===== src/rtl/calc_pkg.sv =====
// Shared constants for the calculator arithmetic sequencer: opcodes, FSM states
// and the default datapath width.
package calc_pkg;

  localparam int DEF_WIDTH = 11;

  localparam logic [1:0] OP_ADD = 2'd0;
  localparam logic [1:0] OP_SUB = 2'd1;
  localparam logic [1:0] OP_MUL = 2'd2;
  localparam logic [1:0] OP_DIV = 2'd3;

  typedef enum logic [2:0] {
    S_IDLE = 3'd0,
    S_EXEC = 3'd1,
    S_ITER = 3'd2,
    S_FIX  = 3'd3,
    S_DONE = 3'd4
  } state_t;

endpackage


===== src/rtl/muldiv_iter_core.sv =====
// Unsigned iterative magnitude unit: shift-add multiply or restoring divide,
// one bit per step, WIDTH steps per operation.
module muldiv_iter_core #(
  parameter int WIDTH = 11
) (
  input  logic             clk,
  input  logic             rst,
  input  logic             load,
  input  logic             step,
  input  logic             is_div,
  input  logic [WIDTH:0]   mag_a,
  input  logic [WIDTH:0]   mag_b,
  output logic [2*WIDTH:0] prod,
  output logic [WIDTH-1:0] quot,
  output logic [WIDTH-1:0] rem,
  output logic             last
);

  localparam int CW = $clog2(WIDTH + 1);

  logic [WIDTH:0]   acc_q, acc_d;
  logic [WIDTH:0]   dvs_q, dvs_d;
  logic [WIDTH-1:0] sreg_q, sreg_d;
  logic [CW-1:0]    cnt_q, cnt_d;
  logic             div_q, div_d;

  logic [WIDTH+1:0] add_sum;
  logic [WIDTH+1:0] shifted;
  logic [WIDTH+1:0] trial;

  // Multiply: acc:sreg shifts right, multiplier bits consumed from sreg LSB.
  assign add_sum = {1'b0, acc_q} + (sreg_q[0] ? {1'b0, dvs_q} : '0);
  // Divide: partial remainder takes the next dividend bit from the sreg MSB.
  assign shifted = {acc_q, sreg_q[WIDTH-1]};
  assign trial   = shifted - {1'b0, dvs_q};

  always_comb begin
    acc_d  = acc_q;
    dvs_d  = dvs_q;
    sreg_d = sreg_q;
    cnt_d  = cnt_q;
    div_d  = div_q;
    if (load) begin
      acc_d  = '0;
      div_d  = is_div;
      dvs_d  = is_div ? mag_b : mag_a;
      sreg_d = is_div ? mag_a[WIDTH-1:0] : mag_b[WIDTH-1:0];
      cnt_d  = '0;
    end else if (step) begin
      cnt_d = cnt_q + 1'b1;
      if (div_q) begin
        if (!trial[WIDTH+1]) begin
          acc_d  = trial[WIDTH:0];
          sreg_d = {sreg_q[WIDTH-2:0], 1'b1};
        end else begin
          acc_d  = shifted[WIDTH:0];
          sreg_d = {sreg_q[WIDTH-2:0], 1'b0};
        end
      end else begin
        acc_d  = add_sum[WIDTH+1:1];
        sreg_d = {add_sum[0], sreg_q[WIDTH-1:1]};
      end
    end
  end

  always_ff @(posedge clk) begin
    if (rst) begin
      acc_q  <= '0;
      dvs_q  <= '0;
      sreg_q <= '0;
      cnt_q  <= '0;
      div_q  <= 1'b0;
    end else begin
      acc_q  <= acc_d;
      dvs_q  <= dvs_d;
      sreg_q <= sreg_d;
      cnt_q  <= cnt_d;
      div_q  <= div_d;
    end
  end

  assign prod = {acc_q, sreg_q};
  assign quot = sreg_q;
  assign rem  = acc_q[WIDTH-1:0];
  assign last = (cnt_q == CW'(WIDTH - 1));

endmodule


===== src/rtl/calc_op_sched.sv =====
// Calculator operation sequencer: single-cycle ADD/SUB, shared iterative unit for
// signed MUL/DIV, registered result/remainder/flags held until the next DONE.
module calc_op_sched
  import calc_pkg::*;
#(
  parameter int WIDTH = DEF_WIDTH
) (
  input  logic             clk,
  input  logic             rst,
  input  logic             start,
  input  logic [1:0]       op,
  input  logic [WIDTH-1:0] a,
  input  logic [WIDTH-1:0] b,
  output logic             ready,
  output logic             done,
  output logic [WIDTH-1:0] result,
  output logic [WIDTH-1:0] remainder,
  output logic             overflow,
  output logic             err_div0
);

  localparam int PW = 2 * WIDTH + 1;

  state_t           state_q, state_d;
  logic [1:0]       op_q, op_d;
  logic [WIDTH-1:0] a_q, a_d, b_q, b_d;
  logic             neg_res_q, neg_res_d;
  logic             neg_a_q, neg_a_d;
  logic [WIDTH-1:0] result_q, result_d;
  logic [WIDTH-1:0] remainder_q, remainder_d;
  logic             overflow_q, overflow_d;
  logic             err_div0_q, err_div0_d;

  logic             core_load, core_step, core_last;
  logic [WIDTH:0]   a_ext, b_ext, abs_a, abs_b;
  logic [PW-1:0]    core_prod;
  logic [WIDTH-1:0] core_quot, core_rem;

  logic [WIDTH:0]   sum_w, diff_w;
  logic [PW:0]      prod_s;
  logic [WIDTH:0]   quot_s;
  logic [WIDTH-1:0] rem_s;
  logic             mul_ovf;

  // One extra bit so that the magnitude of the most negative operand is exact.
  assign a_ext = {a[WIDTH-1], a};
  assign b_ext = {b[WIDTH-1], b};
  assign abs_a = a[WIDTH-1] ? -a_ext : a_ext;
  assign abs_b = b[WIDTH-1] ? -b_ext : b_ext;

  assign sum_w  = {a_q[WIDTH-1], a_q} + {b_q[WIDTH-1], b_q};
  assign diff_w = {a_q[WIDTH-1], a_q} - {b_q[WIDTH-1], b_q};

  assign prod_s  = neg_res_q ? -{1'b0, core_prod} : {1'b0, core_prod};
  assign mul_ovf = (prod_s[PW:WIDTH-1] != '0) && (prod_s[PW:WIDTH-1] != '1);
  assign quot_s  = neg_res_q ? -{1'b0, core_quot} : {1'b0, core_quot};
  assign rem_s   = neg_a_q ? -core_rem : core_rem;

  muldiv_iter_core #(.WIDTH(WIDTH)) u_core (
    .clk    (clk),
    .rst    (rst),
    .load   (core_load),
    .step   (core_step),
    .is_div (op == OP_DIV),
    .mag_a  (abs_a),
    .mag_b  (abs_b),
    .prod   (core_prod),
    .quot   (core_quot),
    .rem    (core_rem),
    .last   (core_last)
  );

  always_comb begin
    state_d     = state_q;
    op_d        = op_q;
    a_d         = a_q;
    b_d         = b_q;
    neg_res_d   = neg_res_q;
    neg_a_d     = neg_a_q;
    result_d    = result_q;
    remainder_d = remainder_q;
    overflow_d  = overflow_q;
    err_div0_d  = err_div0_q;
    core_load   = 1'b0;
    core_step   = 1'b0;
    case (state_q)
      S_IDLE: begin
        if (start) begin
          op_d      = op;
          a_d       = a;
          b_d       = b;
          neg_res_d = a[WIDTH-1] ^ b[WIDTH-1];
          neg_a_d   = a[WIDTH-1];
          if (op == OP_MUL || (op == OP_DIV && b != '0)) begin
            core_load = 1'b1;
            state_d   = S_ITER;
          end else begin
            state_d = S_EXEC;
          end
        end
      end
      S_EXEC: begin
        state_d     = S_DONE;
        result_d    = '0;
        remainder_d = '0;
        overflow_d  = 1'b0;
        err_div0_d  = 1'b0;
        case (op_q)
          OP_ADD: begin
            result_d   = sum_w[WIDTH-1:0];
            overflow_d = sum_w[WIDTH] ^ sum_w[WIDTH-1];
          end
          OP_SUB: begin
            result_d   = diff_w[WIDTH-1:0];
            overflow_d = diff_w[WIDTH] ^ diff_w[WIDTH-1];
          end
          OP_DIV: begin
            remainder_d = a_q;
            err_div0_d  = 1'b1;
          end
          default: ;
        endcase
      end
      S_ITER: begin
        core_step = 1'b1;
        if (core_last) state_d = S_FIX;
      end
      S_FIX: begin
        state_d    = S_DONE;
        err_div0_d = 1'b0;
        if (op_q == OP_DIV) begin
          // Only -min/-1 can push the quotient out of range.
          result_d    = quot_s[WIDTH-1:0];
          remainder_d = rem_s;
          overflow_d  = quot_s[WIDTH] ^ quot_s[WIDTH-1];
        end else begin
          result_d    = prod_s[WIDTH-1:0];
          remainder_d = '0;
          overflow_d  = mul_ovf;
        end
      end
      S_DONE: state_d = S_IDLE;
      default: state_d = S_IDLE;
    endcase
  end

  always_ff @(posedge clk) begin
    if (rst) begin
      state_q     <= S_IDLE;
      op_q        <= OP_ADD;
      a_q         <= '0;
      b_q         <= '0;
      neg_res_q   <= 1'b0;
      neg_a_q     <= 1'b0;
      result_q    <= '0;
      remainder_q <= '0;
      overflow_q  <= 1'b0;
      err_div0_q  <= 1'b0;
    end else begin
      state_q     <= state_d;
      op_q        <= op_d;
      a_q         <= a_d;
      b_q         <= b_d;
      neg_res_q   <= neg_res_d;
      neg_a_q     <= neg_a_d;
      result_q    <= result_d;
      remainder_q <= remainder_d;
      overflow_q  <= overflow_d;
      err_div0_q  <= err_div0_d;
    end
  end

  assign ready     = (state_q == S_IDLE);
  assign done      = (state_q == S_DONE);
  assign result    = result_q;
  assign remainder = remainder_q;
  assign overflow  = overflow_q;
  assign err_div0  = err_div0_q;

endmodule


===== config.mk =====
export PLATFORM = sky130hd
export DESIGN_NAME = calc_op_sched
export DESIGN_NICKNAME = d
export VERILOG_FILES = /design/src/rtl/calc_pkg.sv /design/src/rtl/muldiv_iter_core.sv /design/src/rtl/calc_op_sched.sv
export SDC_FILE = /design/constraint.sdc
export NUM_CORES = 1
export LEC_CHECK = 0
export ABC_CLOCK_PERIOD_IN_PS = 4300
export CAP_MARGIN = 20
export CORE_MARGIN = 2
export CORE_UTILIZATION = 61
export DETAILED_ROUTE_END_ITERATION = 6
export PLACE_DENSITY = 0.84
export SLEW_MARGIN = 10
export SYNTH_ARGS = -nofsm -noshare
export SYNTH_HDL_FRONTEND = slang
export SYNTH_SLANG_ARGS = --single-unit

===== constraint.sdc =====
create_clock -name clk -period 4.3 [get_ports clk]
set_clock_uncertainty 0.15 [all_clocks]
set_input_delay 0.43 -clock clk [delete_from_list [all_inputs] [get_ports clk]]
set_output_delay 0.43 -clock clk [all_outputs]
set_load 0.05 [all_outputs]

==> results of run 1 <==
==> worst max-delay path, cell delays in order (launching register included) <==
cell,delay (ns)
dfxtp_1,0.64
ha_1,0.36
o21ai_0,0.25
a21oi_1,0.13
o311ai_0,0.55
a211oi_1,0.21
a211oi_2,0.36
buf_4,0.22
mux2_2,0.33
a21oi_1,0.17
nor2_1,0.06
==> metrics by stage <==
step / setup slack [ns] / hold WS (ns) / instance area, sq um / cells
finish: 0.753 / 0.307 / 8470 / 1207
global route: 0.510 / 0.333 / 8470 / 1207
CTS: 0.824 / 0.306 / 8470 / 1207
detailed placement: 0.849 / 0.296 / 8150 / 1191
global placement: 0.958 / 0.291 / 8150 / 1191
floorplan: 1.06 / 0.282 / 7590 / 1027
==> power by group through the flow <==
stage               sequential (W)  clock (W)  combinational (W)
global route              0.000996   0.000892            0.00112
floorplan                 0.000989          0           0.000760
finish                    0.000989   0.000851            0.00102
CTS                       0.000985   0.000862            0.00100
detailed placement         0.00100          0           0.000993
global placement           0.00100          0           0.000981
==> layer usage <==
layer | GRT usage [%] | vias up | wire length (microns)
li1 | - | 3670 | -
met3 | 7.17 | 48 | 1970
met5 | 0 | - | 0
met1 | 47.6 | 3599 | 9530
met2 | 52.3 | 352 | 9750
met4 | 12.8 | 0 | 707
==> cell usage after synthesis (8+ instances only) <==
library cell | number | area, sq um
ha_1 | 52 | 651
a21oi_1 | 88 | 440
a221oi_1 | 16 | 140
inv_1 | 45 | 169
a21o_1 | 8 | 60.1
a211oi_1 | 15 | 113
o31ai_1 | 10 | 75.1
clkbuf_1 | 59 | 221
xor2_1 | 28 | 245
o211ai_1 | 20 | 150
nand2b_1 | 13 | 81.3
a22oi_1 | 8 | 60.1
nor2_1 | 108 | 405
or3_1 | 8 | 50.1
nand3_1 | 15 | 75.1
nand2_1 | 134 | 503
a31oi_1 | 18 | 113
o21ai_0 | 50 | 250
nor3_1 | 36 | 180
dfxtp_1 | 92 | 1840
mux2i_1 | 19 | 190
xnor2_1 | 43 | 377
nor2b_1 | 9 | 56.3
mux2_2 | 10 | 113
==> layout by cell type, fill, tap and decap left out, types with 10 or more instances in the layout <==
cell,n
o211ai_1,20
nand3_1,15
nand2b_1,13
a221oi_1,16
inv_1,45
buf_4,13
o31ai_1,10
clkdlybuf4s50_1,51
nand2_1,134
mux2i_1,19
a31oi_1,18
ha_1,52
nor2_1,108
a211oi_1,15
dfxtp_1,92
mux2_2,10
o21ai_0,50
xor2_1,28
nor3_1,35
xnor2_1,43
a21oi_1,88
==> sequential cells by signal (all words and copies together), names as in the netlist, 2 cells and up <==
| signal | count |
|---|---|
| u_core.quot | 11 |
| state_q | 3 |
| a_q | 11 |
| remainder | 11 |
| u_core.cnt_q | 4 |
| u_core.acc_q | 12 |
| result | 11 |
| op_q | 2 |
| b_q | 11 |
| u_core.dvs_q | 12 |
==> area by class of cell <==
| type | count | share of cell area, % |
|---|---|---|
| Sequential cell | 92 | 21.7 |
| Timing Repair Buffer | 65 | 7.24 |
| Multi-Input combinational cell | 819 | 62.6 |
| Tap cell | 168 | 2.48 |
| Clock buffer | 12 | 3.15 |
| Inverter | 47 | 2.08 |
| Clock inverter | 4 | 0.650 |
==> cells by family after synthesis <==
| group | share of synthesized area [%] |
|---|---|
| muxes | 3.99 |
| xor gates and xnor gates | 8.19 |
| DFF | 24.3 |
| and+or+nand+nor | 23.5 |
| AOI/OAI and AO/OA | 24.5 |
| buffers and inverters | 5.96 |
| adders and majority gates | 9.62 |
==> path summary, 6_finish.rpt <==
| check | start | to | slack [ns] | cells after the start |
|---|---|---|---|---|
| max | u_core.acc_q[2] | u_core.acc_q[3] | 0.75 | 10 |
| min | u_core.dvs_q[6] | u_core.dvs_q[6] | 0.31 | 2 |
| max reg2reg | u_core.acc_q[2] | u_core.acc_q[3] | 0.75 | 10 |
| min reg2reg | u_core.dvs_q[6] | u_core.dvs_q[6] | 0.31 | 2 |
==> metrics.yaml, run 1 <==
grt_pass1_vias: 6938
synth_edf_count: 0
avgViaCountPerCell: 6.35
relSlewSlack_pct: 31.3
routedWlPerCell_microns: 18.2
die_w_microns: 116
dr.first_iter.drc_count: 715
worst-slew-pin-transition_ns: 1.03
finalPower_w: 0.00286
drcViolationCount: 0
regArea_sq_um: 1840
setup_viol: 0
multi_input_area_sq_um: 5310
power.density_nw_per_um2: 338
fin_nets: 1117
clockRootBuffer: "clkbuf_16"
grtUsageTotal_pct: 34.2
cp_max_fo: 14
p_sw_w: 0.00104
finalWorstPathRequiredPeriod_ns: 3.55
synth_nets: 1110
clock_power_share_pct: 29.7
maxCapViolations: 0
die_h_microns: 116
peakVddDrop_mv: 0.248
post_cts_buffers: 0
grt.overflow.total: 0
report.final.slew_viol_count: 0
die_area_sq_um: 13400
ys_seq_area_share_pct: 24.3
p_sw_share_pct: 36.4
via_count: 7669
place.gp.congestion: 1.03
grt_pass1_wl_mm: 35.9
io_buffers: 52
grt_max_degree: 59
synthCells: 1027
ctsHoldBuffers: 0
async_reset_ff_share_pct: 0
seqPwrFrac_pct: 34.5
hold_class: "reg2reg"
hold_violations: 0
drive_gt1_share_pct: 5.97
antenna_found_initial: 0
finalCritPeriodShare_pct: 82.5
rows: 40
dp_hpwl_mm: 16.3
cp-start-kind: "flip-flop"
crit_type: "reg2reg"
synthFlopType: "dfxtp_1"
arrival_ns: 3.64
initial_core_util_pct: 63.0
synth_area_sq_um: 7590
synth-seq-cells: 92
p_leak_nw: 3.26
cp_data_required_time_ns: 4.40
clk_latency_ns: 0.35
end_kind: "flip-flop"
postCtsResizedCells: 0
final_util_pct: 70.2
rsz0062_at_grt: "no"
n_fill_cell: 1013
core_area_sq_um: 12100
area_growth_pct: 11.5
clk_path_buf_depth: 2
cts-buffers-inserted: 9
finalWirelength_mm: 22.0
p_int_w: 0.00182
fmax_mhz: 282
tns_ns: 0
antenna_cells: 0
cts_tree: "built"
pwr-share-comb_pct: 35.7
clock_sinks: 92
synth.distinct_cells: 74
clkTransAtPathRegs_ns: 0.07
status: "finished clean"
yosysWarnings: 0
h-tree-depth: 3
syn_avg_cell_area_sq_um: 7.40
ant_nets: 0
boundaryPins: 53
first_pass_iters: 6
(Power assumes the default switching activity.)
==> run 2: changes to the inputs <==
ABC_CLOCK_PERIOD_IN_PS = 3020   (was 4300)
CORE_UTILIZATION = 55   (was 61)
PLACE_DENSITY = 0.8   (was 0.84)
clock period = 3.02 ns   (was 4.3 ns; I/O delays follow)
==> metrics.yaml, run 2 (synthesized netlist as in run 1, its figures left out) <==
p_sw_w: 0.00156
routedWlPerCell_microns: 17.7
antenna_cells: 0
grt_max_degree: 35
fin_nets: 1173
h-tree-depth: 3
dr.first_iter.drc_count: 605
arrival_ns: 3.02
p_int_w: 0.00276
cp_data_required_time_ns: 3.10
p_sw_share_pct: 36.2
report.final.slew_viol_count: 0
ant_nets: 0
seqPwrFrac_pct: 31.6
hold_violations: 0
core_area_sq_um: 13300
fmax_mhz: 340
reg2reg_from: "u_core.quot[10]"
cp-start-kind: "flip-flop"
end_kind: "flip-flop"
largest_registers: "u_core.acc_q (12), u_core.dvs_q (12)"
dp_hpwl_mm: 16.9
finalWirelength_mm: 22.5
clock_sinks: 92
antenna_found_initial: 0
critical_path.startpoint: "u_core.quot[10]"
cp_max_fo: 5
finalWorstPathRequiredPeriod_ns: 2.94
final_util_pct: 67.5
boundaryPins: 53
avgViaCountPerCell: 6.18
regToRegEndpoint: "u_core.acc_q[5]"
clkTransAtPathRegs_ns: 0.07
die_w_microns: 122
peakVddDrop_mv: 0.344
die_h_microns: 122
p_leak_nw: 3.57
finalCritPeriodShare_pct: 97.4
die_area_sq_um: 14800
initial_core_util_pct: 56.9
pwr-share-comb_pct: 39.7
r2r_cells: 12
clk_path_buf_depth: 2
rows: 42
setup_viol: 0
clock_power_share_pct: 28.7
io_buffers: 52
grt.overflow.total: 0
via_count: 7859
drive_gt1_share_pct: 11.7
area_growth_pct: 18.6
drcViolationCount: 0
hold_class: "in2reg"
hold_end: "remainder[1]"
worst-slew-pin-transition_ns: 0.819
tns_ns: 0
relSlewSlack_pct: 45.3
grtUsageTotal_pct: 31.1
maxCapViolations: 0
place.gp.congestion: 0.939
grt_pass1_vias: 7291
hp-start: "rst"
crit_type: "reg2reg"
final_common_cell: "nand2_1"
finalPower_w: 0.00432
reg2reg_slack_ns: 0.08
most-common-layout-cells: "nand2_1 (134), nor2_1 (108), dfxtp_1 (92)"
status: "finished clean"
clockRootBuffer: "clkbuf_16"
grt_pass1_wl_mm: 36.6
first_pass_iters: 6
cts-buffers-inserted: 9
hold_depth: 2
power.density_nw_per_um2: 480
cts_tree: "built"
clk_latency_ns: 0.36
==> run 2: cell count changes in the layout (fill, tap and decap cells not counted), moves of 2 or more <==
cell       delta
a2111oi_0     -2
buf_6         +3
buf_4        +52
clkbuf_8      -3
a2111oi_2     +2
a21oi_1       -2
clkbuf_1      +2
==> run 2: power by group through the flow <==
stage	clock, W	combinational [W]	sequential [W]
global placement	0	0.00155	0.00139
floorplan	0	0.00110	0.00141
CTS	0.00124	0.00162	0.00136
finish	0.00124	0.00172	0.00136
global route	0.00130	0.00186	0.00137
detailed placement	0	0.00157	0.00139
==> run 2: critical path, cell delays in order, from the launching register on <==
cell and delay (ns):
dfxtp_1 0.35, inv_1 0.07, ha_1 0.23, fa_2 0.35
nand2b_4 0.17, a21oi_4 0.15, o311ai_2 0.14, a211oi_2 0.33
a211o_1 0.27, buf_4 0.18, nor3_1 0.05, a311oi_1 0.28
a21oi_1 0.11
==> run 2: cell type report <==
type | instances | area, sq um
sequential | 92 | 1840
clock buffer | 11 | 233
timing repair buffer | 121 | 1060
inverter | 47 | 176
tap | 176 | 220
clock inverter | 5 | 85.1
fill | 1166 | 4340
multi-input combinational | 819 | 5400
==> run 2: through the flow <==
step | setup slack [ns] | cell area (sq um) | hold WS, ns | instances
global route | -0.0509 | 9010 | 0.219 | 1271
finish | 0.0774 | 9010 | 0.205 | 1271
floorplan | 0.00504 | 7610 | 0.252 | 1027
detailed placement | -0.0663 | 8580 | 0.300 | 1252
CTS | 0.0247 | 8940 | 0.201 | 1270
global placement | 0.0685 | 8580 | 0.290 | 1252
==> run 2: worst max-delay path by stage <==
stage               cells after the start          endpoint
finish                                 12   u_core.acc_q[5]
global route                           12   u_core.acc_q[7]
CTS                                    11  u_core.acc_q[11]
detailed placement                     11   u_core.acc_q[7]
global placement                       10         result[9]
floorplan                              12  u_core.acc_q[11]
==> run 2: metal layers <==
metal | wire length [microns] | up-vias | GRT usage [%] | part of all wire (%)
met5 | 0 | - | 0 | 0
met4 | 750 | 0 | 11.6 | 3.3
met3 | 1740 | 66 | 6.16 | 7.7
met2 | 10600 | 330 | 50.7 | 47
met1 | 9390 | 3666 | 40.9 | 42
li1 | - | 3797 | - | -
==> run 2: timing repair <==
action | CTS | global route
endpoints found under the setup margin | 8 | 14
pin swaps | 2 | 3
hold endpoints to repair | 0 | 0
resized for setup | 5 | 15
setup buffers | 2 | 1
hold buffers | 0 | 0
